==> src/rtl/ins_queue.sv <==
// ins_queue: instruction-parcel queue between instruction fetch and decode.
//
// Issues word fetches ahead of the decoder and splits each returned FW-bit
// word into 16-bit parcels. It holds up to DEPTH parcels and presents the
// head parcel and its PC over a valid/ready handshake. It also handles
// branch redirects to any halfword, including redirects that land while a
// fetch is still in flight.
//
// Ports:
//   clk          rising-edge clock
//   reset        asynchronous active-low reset
//   fetch_req    one-cycle pulse issuing a fetch of fetch_addr
//   fetch_addr   word-aligned address of the fetch being issued
//   fetch_done   one-cycle pulse, fetch_data valid for the outstanding fetch
//   fetch_data   fetched word, lower-address parcel in bits [15:0]
//   redirect     one-cycle pulse: flush and restart at redirect_pc
//   redirect_pc  new PC (bit 0 ignored)
//   ins          head parcel (meaningful while idone=1)
//   ins_pc       address of the head parcel
//   idone        head parcel valid
//   iready       decoder accepts the head parcel this cycle
//   count        number of parcels held
module ins_queue #(
    parameter int              RV       = 32,
    parameter int              FW       = 32,
    parameter int              DEPTH    = 4,
    parameter logic [RV-1:0]   RESET_PC = '0
) (
    input  logic                       clk,
    input  logic                       reset,
    output logic                       fetch_req,
    output logic [RV-1:0]              fetch_addr,
    input  logic                       fetch_done,
    input  logic [FW-1:0]              fetch_data,
    input  logic                       redirect,
    input  logic [RV-1:0]              redirect_pc,
    output logic [15:0]                ins,
    output logic [RV-1:0]              ins_pc,
    output logic                       idone,
    input  logic                       iready,
    output logic [$clog2(DEPTH+1)-1:0] count
);

    localparam int NP  = FW / 16;            // parcels per fetch word
    localparam int PW  = $clog2(DEPTH);      // pointer width
    localparam int CW  = $clog2(DEPTH + 1);  // count width
    localparam int AB  = FW / 8;             // bytes per fetch word
    localparam int ALB = $clog2(AB);         // address bits below word alignment

    localparam logic [RV-1:0] RST_FADDR = {RESET_PC[RV-1:ALB], {ALB{1'b0}}};
    localparam logic [RV-1:0] RST_PC    = {RESET_PC[RV-1:1], 1'b0};
    localparam logic          RST_SKIP  = (FW == 32) ? RESET_PC[1] : 1'b0;
    localparam logic [CW-1:0] ISSUE_MAX = CW'(DEPTH - NP);

    logic [15:0]    mem_q [DEPTH];
    logic [PW-1:0]  rd_q, rd_d;
    logic [PW-1:0]  wr_q, wr_d;
    logic [CW-1:0]  count_q, count_d;
    logic [RV-1:0]  pc_q, pc_d;
    logic [RV-1:0]  faddr_q, faddr_d;
    logic           out_q, out_d;      // a fetch is outstanding
    logic           stale_q, stale_d;  // outstanding fetch was overtaken by a redirect
    logic           skip_q, skip_d;    // drop the lower parcel of the next return

    logic           idone_s;
    logic           pop_s;
    logic           push_s;
    logic           issue_s;
    logic [CW-1:0]  push_n_s;
    logic [CW-1:0]  add_s;
    logic [CW-1:0]  sub_s;
    logic [15:0]    slot0_s;
    logic           unused_s;

    assign unused_s = redirect_pc[0];

    assign idone_s  = (count_q != {CW{1'b0}});
    // Gated with reset so no fetch is requested while reset is held.
    assign issue_s  = reset && !out_q && !redirect && (count_q <= ISSUE_MAX);
    assign pop_s    = idone_s && iready && !redirect;
    assign push_s   = fetch_done && out_q && !stale_q && !redirect;
    assign push_n_s = skip_q ? CW'(1) : CW'(NP);
    assign add_s    = push_s ? push_n_s : {CW{1'b0}};
    assign sub_s    = pop_s ? CW'(1) : {CW{1'b0}};
    // When skipping, the upper parcel lands in the first free slot.
    assign slot0_s  = skip_q ? fetch_data[FW-1 -: 16] : fetch_data[15:0];

    assign fetch_req  = issue_s;
    assign fetch_addr = faddr_q;
    assign ins        = mem_q[rd_q];
    assign ins_pc     = pc_q;
    assign idone      = idone_s;
    assign count      = count_q;

    // Next-state logic for pointers, count, PCs and fetch bookkeeping.
    always_comb begin
        rd_d    = rd_q;
        wr_d    = wr_q;
        count_d = count_q;
        pc_d    = pc_q;
        faddr_d = faddr_q;
        out_d   = out_q;
        stale_d = stale_q;
        skip_d  = skip_q;
        if (redirect) begin
            rd_d    = {PW{1'b0}};
            wr_d    = {PW{1'b0}};
            count_d = {CW{1'b0}};
            pc_d    = {redirect_pc[RV-1:1], 1'b0};
            faddr_d = {redirect_pc[RV-1:ALB], {ALB{1'b0}}};
            skip_d  = (FW == 32) && redirect_pc[1];
            if (out_q && fetch_done) begin
                // The in-flight fetch completes now; nothing left to discard.
                out_d   = 1'b0;
                stale_d = 1'b0;
            end else if (out_q) begin
                stale_d = 1'b1;
            end else begin
                stale_d = stale_q;
            end
        end else begin
            if (pop_s) begin
                rd_d = rd_q + PW'(1);
                pc_d = pc_q + RV'(2);
            end else begin
                rd_d = rd_q;
                pc_d = pc_q;
            end
            if (push_s) begin
                wr_d = wr_q + PW'(push_n_s);
            end else begin
                wr_d = wr_q;
            end
            count_d = count_q + add_s - sub_s;
            if (issue_s) begin
                out_d   = 1'b1;
                faddr_d = faddr_q + RV'(AB);
            end else if (out_q && fetch_done) begin
                out_d   = 1'b0;
                stale_d = 1'b0;
                if (!stale_q) begin
                    skip_d = 1'b0;
                end else begin
                    skip_d = skip_q;
                end
            end else begin
                out_d = out_q;
            end
        end
    end

    // Control and address state registers.
    always_ff @(posedge clk or negedge reset) begin
        if (!reset) begin
            rd_q    <= {PW{1'b0}};
            wr_q    <= {PW{1'b0}};
            count_q <= {CW{1'b0}};
            pc_q    <= RST_PC;
            faddr_q <= RST_FADDR;
            out_q   <= 1'b0;
            stale_q <= 1'b0;
            skip_q  <= RST_SKIP;
        end else begin
            rd_q    <= rd_d;
            wr_q    <= wr_d;
            count_q <= count_d;
            pc_q    <= pc_d;
            faddr_q <= faddr_d;
            out_q   <= out_d;
            stale_q <= stale_d;
            skip_q  <= skip_d;
        end
    end

    // Parcel storage: write returned parcels in ascending address order.
    always_ff @(posedge clk or negedge reset) begin
        if (!reset) begin
            for (int i = 0; i < DEPTH; i++) begin
                mem_q[i] <= 16'h0000;
            end
        end else if (push_s) begin
            mem_q[wr_q] <= slot0_s;
            if ((NP == 2) && !skip_q) begin
                mem_q[wr_q + PW'(1)] <= fetch_data[FW-1 -: 16];
            end
        end
    end

endmodule
==> config.mk <==
export PLATFORM = sky130hd
export DESIGN_NAME = ins_queue
export DESIGN_NICKNAME = d
export VERILOG_FILES = /design/src/rtl/ins_queue.sv
export SDC_FILE = /design/constraint.sdc
export NUM_CORES = 1
export LEC_CHECK = 0
export ABC_AREA = 1
export BUFFER_PORTS_ARGS = -buffer_cell sky130_fd_sc_hd__clkbuf_2
export CAP_MARGIN = 20
export CORE_MARGIN = 3
export CORE_UTILIZATION = 48
export CTS_CLUSTER_SIZE = 16
export DETAILED_ROUTE_END_ITERATION = 8
export HOLD_SLACK_MARGIN = 0.05
export PLACE_DENSITY = 0.73
export SETUP_SLACK_MARGIN = 0.05
export SYNTH_ARGS = -nofsm -noshare
export SYNTH_HDL_FRONTEND = slang
export SYNTH_SLANG_ARGS = --single-unit
==> constraint.sdc <==
create_clock -name clk -period 2.35 [get_ports clk]
set_clock_uncertainty 0.1 [all_clocks]
set_input_delay 0.3525 -clock clk [delete_from_list [all_inputs] [get_ports clk]]
set_output_delay 0.3525 -clock clk [all_outputs]
set_load 0.02 [all_outputs]
### Word-level counts from Yosys, hierarchy flattened

Cells that the tools add are included.

| cells by class | value |
|---|---|
| $add $sub $neg | 7 |
| magnitude comparators | 6 |
| equal/unequal tests | 2 |
| multiplexer cells | 35 |
| bitwise logic cells | 3 |
| reduce and logical (&&, ||, !) cells | 21 |

Operator list:

| operator | count |
|---|---|
| 64-bit bitwise mux | 2 |
| 32-bit 2-to-1 mux | 4 |
| 16-bit 2-to-1 mux | 5 |
| 16-bit demux with 2-bit select | 2 |
| 64-bit 2-to-1 mux | 1 |
| 32-bit by 2-bit adder with 32-bit output (second input constant) | 1 |
| 32-bit by 3-bit adder with 32-bit output (second input constant) | 1 |
| 16-bit binary-select mux with 2-bit select | 1 |
| 1-bit 2-to-1 mux | 13 |
| 2-bit 2-to-1 mux | 6 |
| 1-bit logical AND | 10 |
| 2-bit nonzero test | 5 |
| 3-bit >= comparator (second input constant) | 3 |
| 2-bit NOT with 3-bit output | 3 |
| 3-bit by 1-bit < comparator with 1-bit output (second input constant) | 2 |
| 3-bit AND reduction | 2 |
| 2-bit by 1-bit adder with 2-bit output (second input constant) | 2 |
| 3-bit by 2-bit adder with 3-bit output | 1 |
| 3-bit by 2-bit less-or-equal comparator with 1-bit output (second input constant) | 1 |
| 1-bit logical NOT | 3 |
| 3-bit 2-to-1 mux | 1 |
| 3-bit nonzero test | 1 |
| 3-bit by 1-bit subtractor with 3-bit output | 1 |
| 2-bit adder | 1 |
| other kinds (2) | 2 |

| word-level totals | value |
|---|---|
| register bits after elaboration | 138 |
| input port bits | 69 |
| logic and storage cells | 86 |

### Logic depth before layout (Yosys ltp)

| depth | value |
|---|---|
| word-level depth | 8 |
| depth in mapped cells | 13 |

### Least setup slack after synthesis

OpenSTA, ideal clock, no wires.

| timing path | value |
|---|---|
| path type | register -> register |
| start | register count_q[2] (netlist: count[2]) |
| end | register count_q[2] (netlist: count[2]) |
| library setup time | 132 ps |
| data arrival time | 2353 ps |
| path slack | -234 ps |
| cell stages (with the launch flop) | 13 |
| buffers on the path | 1 |
| clock period less this slack | 2584 ps |
| cell sequence | dfrtp_1 > inv_1 > nand2_1 > nand2_1 > nor2_1 > buf_2 > ha_1 > inv_1 > ha_1 > inv_1 > fa_1 > xor2_1 > nor2_1 |

| between the ends | value |
|---|---|
| cells in the longest elaborated chain, start to end | 6 |
| elaborated cells on any way between the ends | 7 |
| classes of those cells | 2 x add/sub; 2 x mux; 3 x reduce/logical |

Ends and longest elaborated chain:

| item | line | source |
|---|---|---|
| start, declared | 58 | `logic [CW-1:0] count_q, count_d;` |
| start signal, assigned | 157 | `count_q <= {CW{1'b0}};` |
| start signal, assigned | 166 | `count_q <= count_d;` |
| 3-bit nonzero test | 77 | `assign idone_s = (count_q != {CW{1'b0}});` |
| via idone | 39 | `output logic idone,` |
| 1-bit logical AND (2 in series) | 80 | `assign pop_s = idone_s && iready && !redirect;` |
| 1-bit 2-to-1 mux | 84 | `assign sub_s = pop_s ? CW'(1) : {CW{1'b0}};` |
| 3-bit by 1-bit subtractor with 3-bit output | 134 | `count_d = count_q + add_s - sub_s;` |
| 3-bit 2-to-1 mux | 105 | `if (redirect) begin` |
| via count_d[2] | 58 |  |

The timed path passes the listed nets, and every way through them passes these cells.
A chain may end at the register's enable or synchronous reset.

### Worst setup path in the final report

| timing path | value |
|---|---|
| start | register rd_q[1] |
| end | output port ins[5] |

| between the ends | value |
|---|---|
| cells in the longest elaborated chain, start to end | 4 |

Ends and longest elaborated chain:

| item | line | source |
|---|---|---|
| start, declared | 56 | `logic [PW-1:0] rd_q, rd_d;` |
| start signal, assigned | 155 | `rd_q <= {PW{1'b0}};` |
| start signal, assigned | 164 | `rd_q <= rd_d;` |
| 2-bit NOT with 3-bit output (implied by the code) | 90 | `assign ins = mem_q[rd_q];` |
| 16-bit binary-select mux with 2-bit select | 90 |  |
| 16-bit 2-to-1 mux (implied by the code) (2 in series) | 90 |  |
| end, declared | 37 | `output logic [15:0] ins,` |

No other way between the ends. The select of a mux whose other input is x is not followed.

==> flow_metrics.py <==
metrics = {
    "drt": {
        "num_vias": 8885,
        "postRouteAntennaNets": 0,
        "first_iter_violations": 1055,
        "routed_via_density": 5.50,
        "postRouteWirelength_mm": 26.9,
        "drc": 0,
        "firstDrtPassIters": 6,
        "post_drt_wl_per_cell_microns": 16.6,
    },
    "hold_path": {
        "hp-class": "in2reg",
        "hold_depth": 2,
    },
    "critical_path": {
        "startpoint_type": "flop",
        "cp_max_fo": 27,
        "required_ns": 1.90,
        "r2r_cells": 11,
        "setup.worst_path.class": "reg2out",
        "critPathArrivalTime_ns": 1.78,
        "worstSetupEndpointType": "output pin",
    },
    "synth": {
        "synth_seq_cells": 135,
        "ys_seq_area_share_pct": 40.1,
        "async_flop_share_pct": 100,
        "synth_edf_count": 0,
        "syn_area_sq_um": 8430,
        "yosys_warnings": 0,
        "ys_types": 32,
        "post_synth.cell_area_avg_sq_um": 6.83,
        "synth_cells": 1235,
        "synthFlopType": "dfrtp_1",
    },
    "sta": {
        "fin_crit_sh_pct": 94.9,
        "layout_min_cycle_time_ns": 2.23,
        "setup_tns_ns": 0,
        "max_slew_margin_pct": 43.9,
        "max_freq_mhz": 449,
        "maxSlewViolCount": 0,
        "rsz0062_at_grt": "false",
        "fin_hold_ws_ns": 0.0537,
        "setup_viol": 0,
        "tightest_slew_ns": 0.841,
        "hold_viol_final": 0,
        "fin_ws_ns": 0.121,
    },
    "clock_tree": {
        "ctsRootBufferMaster": "clkbuf_16",
        "cts_buffers": 17,
        "cts_sinks": 135,
        "clockBufferDepth": 2,
        "clkLatencyLatePin_ns": 0.43,
        "htree_levels": 4,
        "clkTransAtPathRegs_ns": 0.06,
        "cts_tree": "done",
        "postCtsSetupBuffers": 0,
    },
    "place": {
        "port_buffers": 149,
        "pre_cts_ws_ns": 0.222,
        "dp.cells": 1582,
        "hpwl_mm": 19.2,
        "gp_congestion": 0.918,
        "placed_area_sq_um": 9470,
    },
    "floorplan": {
        "die_height_microns": 139,
        "die_x_microns": 139,
        "start_util_pct": 50.0,
        "dieArea_sq_um": 19200,
        "io_pins": 154,
        "design.core.area_sq_um": 16900,
        "row_count": 47,
    },
    "flow_run": {
        "cap_violations": 0,
    },
    "global_route": {
        "antenna_found_initial": 2,
        "grt_pass1_vias": 8339,
        "grtUsageTotal_pct": 27.8,
        "grt_max_degree": 136,
        "gr-total-overflow": 0,
        "grt_pass1_wl_mm": 43.4,
    },
    "final_layout": {
        "num-fill-cells": 1649,
        "seq_area_sq_um": 3380,
        "post-route-util_pct": 59.7,
        "final_cells": 1616,
        "fin_area_sq_um": 10100,
        "drive_above_1_share_pct": 17.1,
        "fin_nets": 1458,
        "syn2layout_area_growth_pct": 19.5,
        "layout_commonest_cell": "nand2_1",
        "multiInputGateArea_sq_um": 4270,
        "final_cell_mix": "394 x nand2_1, 148 x clkbuf_2, 140 x inv_1, 132 x dfrtp_1, 114 x o21ai_0",
    },
    "status": {
        "outcome": "finished clean",
    },
    "pwr": {
        "max-vdd-ir-drop_mv": 0.628,
        "p_leak_nw": 5.03,
        "p_per_area_nw_per_um2": 961,
        "fin_total_pwr_mw": 9.68,
    },
}
Yosys cell counts, drive strengths merged (13+ instances only):
cell type	instances	share of area [%]
nand3	66	4.0
nor2	122	6.0
nand2	401	18
o21ai	120	7.1
dfrtp	135	40
a21oi	55	3.3
clkbuf	17	0.76
o22ai	65	4.8
buf	36	2.4
a22oi	16	1.4
inv	147	6.5
xor2	13	1.4
layout make-up:
| cell class | instances | share of cell area (%) |
|---|---|---|
| Tap cell | 220 | 2.73 |
| Clock buffer | 21 | 4.37 |
| Multi-Input combinational cell | 902 | 42.4 |
| Inverter | 147 | 5.48 |
| Sequential cell | 135 | 33.6 |
| Antenna cell | 1 | 0.0248 |
| Clock inverter | 11 | 1.50 |
| Timing Repair Buffer | 179 | 9.97 |
layer usage:
layer  GRT usage [%]  up-vias  part of all wire (%)
met5               0        -                 0.048
met4            10.3        2                   2.8
met3            4.52       61                   7.3
met2            41.1      396                    43
met1            41.3     4125                    46
li1                -     4301                     -
registers in the layout (all words and copies together), names as in the netlist:
signal / flops
ins_pc: 31
out_q: 1
skip_q: 1
stale_q: 1
wr_q: 2
rd_q: 2
fetch_addr: 30
count: 3
mem_q: 64
critical path, cell delays in order (launching register included):
cell and delay [ns]:
dfrtp_1 0.37, inv_2 0.16, buf_12 0.21, o21ai_0 0.10, o21ai_0 0.27, clkbuf_2 0.23
where the power goes:
group	internal, mW	switching (mW)	leakage, nW	total, mW
combinational	1.14	2.26	3.15	3.40
sequential	2.97	0.564	1.60	3.53
clock	1.67	1.08	0.274	2.75
total	5.78	3.90	5.03	9.68
final timing paths:
| check | slack, ns | end | startpoint |
|---|---|---|---|
| min in group asynchronous | 0.44 | mem_q[60]$_DFFE_PN0N_ | reset |
| max in group asynchronous | 1.02 | fetch_addr[31]$_DFFE_PN0N_ | reset |
| hold reg to reg | 0.40 | mem_q[6]$_DFFE_PN0N_ | mem_q[6]$_DFFE_PN0N_ |
| setup reg to reg | 0.19 | count[2]$_DFF_PN0_ | count[0]$_DFF_PN0_ |
| setup / recovery | 0.12 | ins[5] | rd_q[1]$_DFFE_PN0N_ |
| hold / removal | 0.05 | out_q$_DFF_PN0_ | fetch_done |
repair_timing:
| action | in CTS | in global routing |
|---|---|---|
| gates resized for setup | 1 | 1 |
| endpoints found under the hold margin | 135 | 0 |
| pin swaps | 0 | 0 |
| hold buffers | 1 | 0 |
| endpoints found under the setup margin | 1 | 1 |
logic make-up after synthesis:
group | Yosys count | synth area share, %
AO/OA/AOI/OAI | 273 | 18.2
AND/OR/NAND/NOR | 597 | 28.6
adder cells (fa/ha/maj) | 7 | 1.13
buffers and inverters | 200 | 9.72
other | 1 | 0.0445
XOR/XNOR | 22 | 2.28
flip-flops | 135 | 40.1
(Power assumes the default switching activity.)
